===== config.mk =====
export PLATFORM = sky130hd
export DESIGN_NAME = mac_seq_ctrl
export DESIGN_NICKNAME = d
export VERILOG_FILES = /design/src/rtl/mac_seq_ctrl.sv
export SDC_FILE = /design/constraint.sdc
export NUM_CORES = 1
export LEC_CHECK = 0
export ABC_AREA = 1
export CORE_UTILIZATION = 44
export CTS_BUF_LIST = sky130_fd_sc_hd__clkbuf_4
export CTS_CLUSTER_SIZE = 28
export DETAILED_ROUTE_END_ITERATION = 8
export GPL_ROUTABILITY_DRIVEN = 0
export MAX_ROUTING_LAYER = met4
export PLACE_DENSITY = 0.89
export SLEW_MARGIN = 10
export SYNTH_ARGS = -nofsm -noshare
export SYNTH_HDL_FRONTEND = slang
export SYNTH_SLANG_ARGS = --single-unit

===== constraint.sdc =====
create_clock -name clk -period 4.4 [get_ports clk]
set_input_delay 1.32 -clock clk [delete_from_list [all_inputs] [get_ports clk]]
set_output_delay 1.32 -clock clk [all_outputs]
set_load 0.02 [all_outputs]

===== src/rtl/mac_seq_ctrl.sv =====
// Sequencer for a three-lane 8x8 MAC array: clears the lane accumulators, streams
// operand beats onto the lanes, waits out the MAC latency, then reports the lane sum.
module mac_seq_ctrl #(
  parameter int LEN_W   = 4,
  parameter int MAC_LAT = 1
) (
  input  logic             clk,
  input  logic             rst_n,
  input  logic             start,
  input  logic [LEN_W-1:0] len,
  input  logic             abort,
  output logic             busy,
  output logic             err,
  input  logic             in_valid,
  output logic             in_ready,
  input  logic [23:0]      in_a,
  input  logic [23:0]      in_b,
  output logic [23:0]      lane_a,
  output logic [23:0]      lane_b,
  output logic             acc_clr,
  output logic             acc_en,
  input  logic [47:0]      acc_in,
  output logic             out_valid,
  input  logic             out_ready,
  output logic [17:0]      out_sum
);

  typedef enum logic [2:0] {IDLE, CLEAR, RUN, DRAIN, DONE} state_t;

  localparam logic [2:0] DRAIN_LAST = 3'(MAC_LAT);

  state_t           state, state_nxt;
  logic [LEN_W-1:0] len_q;
  logic [LEN_W-1:0] cnt_q;
  logic [2:0]       drain_q;
  logic             vld_p1;
  logic             start_ok;
  logic             start_bad;
  logic             beat_acc;
  logic             last_beat;
  logic             drain_end;

  function automatic logic [17:0] lane_sum(input logic [47:0] acc);
    return {2'b00, acc[15:0]} + {2'b00, acc[31:16]} + {2'b00, acc[47:32]};
  endfunction

  assign busy      = (state != IDLE);
  assign acc_clr   = (state == CLEAR);
  assign out_valid = (state == DONE);
  assign in_ready  = (state == RUN) && (cnt_q < len_q);
  assign acc_en    = vld_p1;

  // Abort outranks every other event, so it masks starts, beats and the sum capture.
  assign start_ok  = !abort && (state == IDLE) && start && (len != '0);
  assign start_bad = !abort && (state == IDLE) && start && (len == '0);
  assign beat_acc  = !abort && in_valid && in_ready;
  assign last_beat = beat_acc && (cnt_q == len_q - 1'b1);
  assign drain_end = !abort && (state == DRAIN) && (drain_q == DRAIN_LAST);

  always_comb begin
    state_nxt = state;
    if (abort) begin
      state_nxt = IDLE;
    end else begin
      case (state)
        IDLE:    if (start_ok) state_nxt = CLEAR;
        CLEAR:   state_nxt = RUN;
        RUN:     if (last_beat) state_nxt = DRAIN;
        DRAIN:   if (drain_end) state_nxt = DONE;
        DONE:    if (out_ready) state_nxt = IDLE;
        default: state_nxt = IDLE;
      endcase
    end
  end

  always_ff @(posedge clk or negedge rst_n) begin
    if (!rst_n) begin
      state   <= IDLE;
      len_q   <= '0;
      cnt_q   <= '0;
      drain_q <= '0;
      err     <= 1'b0;
    end else begin
      state <= state_nxt;
      err   <= start_bad;
      if (start_ok) begin
        len_q <= len;
        cnt_q <= '0;
      end else if (beat_acc) begin
        cnt_q <= cnt_q + 1'b1;
      end
      // DRAIN is entered on the cycle of the final acc_en; count MAC_LAT more cycles.
      if ((state == DRAIN) && (state_nxt == DRAIN)) drain_q <= drain_q + 1'b1;
      else                                          drain_q <= '0;
    end
  end

  // p0 -> p1: accepted beat lands on the lanes together with its accumulate strobe
  always_ff @(posedge clk or negedge rst_n) begin
    if (!rst_n) begin
      vld_p1 <= 1'b0;
      lane_a <= '0;
      lane_b <= '0;
    end else begin
      vld_p1 <= beat_acc;
      if (beat_acc) begin
        lane_a <= in_a;
        lane_b <= in_b;
      end
    end
  end

  // accumulator settle -> result register, held through DONE
  always_ff @(posedge clk or negedge rst_n) begin
    if (!rst_n) begin
      out_sum <= '0;
    end else if (drain_end) begin
      out_sum <= lane_sum(acc_in);
    end
  end

endmodule


==> out/summary.md <==
The total placed instance area is 6578 µm². The run gives 0.43 ns as the clock latency of the later-clocked register in the worst-skew pair. The DRC violations left was 0; the buffers inserted during post-CTS setup optimization was 0. The top cell type by total area after synthesis is dfrtp_1.

The critical path data arrival time is 2.20 ns, and the minimum clock period after layout is 3.519 ns. The final worst-path cycle share is 0.7997. The port buffer count was 177; the antenna diode count was 0. The number of sinks handled by clock tree synthesis is 82.

The global routing stage identified its most utilized layer as met2. The placement-stage worst setup slack was 0.5757 ns; the count of final setup violators was 0. Adding up every negative setup slack in the final design gives 0 ns. The tools report the via count as 4,402. The slowest stage of the critical path belongs to the cell clkdlybuf4s50_1.

Across all setup checks in the final design, the least slack found is 0.8811 ns. Critical path data required time: 3.08 ns. Clock-pin slew was measured on the worst setup and hold paths at 0.13 ns. Compared with the post-synthesis result, the final layout area differs by 43.01%. The critical path is of the register to output port type.

The run gives 0.02837 ns as the maximum clock skew at final layout. In this run, placement finished with an instance count of 906. Share of final-layout standard cells stronger than drive strength 1: 0.03053. For this run, the number of Yosys warnings is 0. The largest stage delay on the critical path came out at 0.60 ns. The tightest slew margin relative to the limit came out at 0.3159.

Detailed placement finished with a half-perimeter wire length of 8.806 mm. Setup repair after global routing left no endpoint under its margin. A synthesized cell averages 7.757 µm². The first global-routing pass estimated 19.30 mm of wire.

The overall die area is 11,100 µm², and the fmax is 284.2 MHz. The global-route track usage on met2 is 0.3722, and the number of buffers inserted by hold repair at cts is 0. The tools report the type of element capturing the critical path as an output port. After floorplanning, the core was divided into 37 placement rows. For the pin with the worst max-slew slack, the measured transition is 1.026 ns. The library cell used most frequently in the layout, excluding fill and tap cells, is nand2_1. After clock tree synthesis, the repair step resized 0 gates. Entering global routing, the biggest net connects 83 pins. In this run, distinct cell masters in the synthesized netlist total 25. Counting every instance in the synthesized netlist gives 606. Ranked by total cell area, the synthesized netlist is headed by dfrtp_1, nand2_1, fa_1, ha_1, inv_1. The residual overflow from global routing is 0, and the area of the core region is 10,320 µm².

The H-tree was split into 3 levels. The area share of the leading cell type in the synthesized netlist was 0.4365; the count of pins over their slew limit was 0. In the final design database the tool counted 927 nets. In this run the cell area of the synthesized design comes to 4701 µm².

The flop and latch count out of synthesis was 82; the number of DRC violations after detailed-routing iteration 0 was 253. The via count normalized by instance count is 4.774. The class of the tightest hold or removal check was register to register.

The die is 105.4 µm wide. Once layout is done, the placed cells without fillers occupy 6723 µm². The cell leakage power came out at 3.404 nW. 178 I/O pins were placed. In this design, the critical path's most frequently occurring cell is inv_1.

The first detailed-routing pass took 4 iterations. The flow ran to the end, and the final reports show no timing, DRC or antenna violations. TritonCTS built the clock tree. The global routing usage on met3 is 0.03958, and the global-route total usage across every layer is 0.2258. The signal on the critical path passes through inv_1 -> ha_1 -> a21oi_1 -> nand3_1 -> inv_1 -> clkdlybuf4s50_1. In this run the power density over the cells is 402.4 nW/µm². The number of global-route vias before repair is 4,251, and the number of violations of the max-capacitance limit is 0. The number of antenna violations at the first check in global routing was 0.

The finished layout holds 922 standard cells, fillers aside. The run gives 0.4553 as the initial standard-cell utilization of the core. For the sequential cell area fraction in the yosys report, the log shows 0.4365. The root buffer cell chosen for the clock tree is clkbuf_4. Dividing the detail-routed wire length by the instance count gives 12.57 µm.

Die height: 105.4 µm. The tools report the sort of element at the start of the critical path as a register. The largest vdd supply drop is 0.0002334 V.

Leaving out fill and tap cells, the most frequent cells in the layout are nand2_1, clkdlybuf4s50_1, dfrtp_1. The number of nets handed over by synthesis was 752. Once detail routing completed, the nets flagged for antenna violations numbered 0. The met1 usage in global routing is 0.2707, and the maximum net fanout on the critical path is 3.

The final hold violation count came out at 0. The final layout contains routed wiring with a total length of 11.59 mm. The clock tree buffer depth is 2. The number of buffers created by CTS came out at 9.
stage by stage:
stage,hold slack (ns),total power [mW],utilization
2_1_floorplan,0.4380,1.680,-
3_3_place_gp,0.4558,2.235,0.6371
3_5_place_dp,0.4639,2.267,0.6371
4_1_cts,0.4859,2.729,0.6512
5_1_grt,0.5020,2.895,0.6512
6_report,0.4870,2.705,0.6512
power breakdown:
group	leakage [nW]	internal (mW)	total, mW	switching (mW)
combinational	2.24	0.573	1.23	0.654
clock	0.0717	0.177	0.453	0.276
sequential	1.09	0.931	1.02	0.0936
metal layers:
layer / vias to the layer above / part of all wire
li1: 2213 / -
met1: 2020 / 0.43
met2: 147 / 0.49
met3: 22 / 0.053
met4: 0 / 0.024
met5: - / 0
cells in the mapped netlist (all sizes together):
cell type,number
nand3,31
nand3b,1
clkinv,1
nor2,31
nor3,6
ha,23
and2,2
or2,1
nand4,5
a21oi,16
xnor2,4
dfrtp,82
o21ai,21
clkbuf,6
fa,17
xor2,4
buf,9
o21bai,1
nand2,279
inv,66
state kept, by name (all words and copies together), names as in the netlist:
signal / flops
state: 3
err: 1
acc_en: 1
drain_q: 3
len_q: 4
out_sum: 18
lane_a: 24
lane_b: 24
cnt_q: 4
kinds of logic after synthesis:
logic type,share of synthesized area
adders and majority gates,0.1336
and+or+nand+nor,0.3040
AOI/OAI and AO/OA,0.04099
xor gates and xnor gates,0.01490
DFF,0.4365
buffers and inverters,0.07000
area by class of cell:
type,instances,area (µm²)
Clock inverter,7,77.57
Fill cell,881,3601
Timing Repair Buffer,179,1784
Inverter,67,251.5
Clock buffer,9,67.56
Sequential cell,82,2052
Tap cell,136,170.2
Multi-Input combinational cell,442,2320
path summary, 6_finish.rpt:
check | slack (ns) | from | cells after the start | to
min reg2reg | 0.49 | drain_q[0] | 1 | drain_q[0]
max | 0.88 | len_q[3] | 6 | in_ready
max in group asynchronous | 2.68 | rst_n | 1 | out_sum[13]
min in group asynchronous | 1.06 | rst_n | 1 | err
min | 0.49 | drain_q[0] | 1 | drain_q[0]
max reg2reg | 2.27 | len_q[3] | 7 | cnt_q[0]
critical path, delay by kind of cell, from the launching register on:
kind	cells	cell delay, ns
and+or+nand+nor	1	0.11
DFF	1	0.41
adders and majority gates	1	0.32
buffers and inverters	3	0.73
AOI/OAI and AO/OA	1	0.23
(Power assumes the default switching activity.)
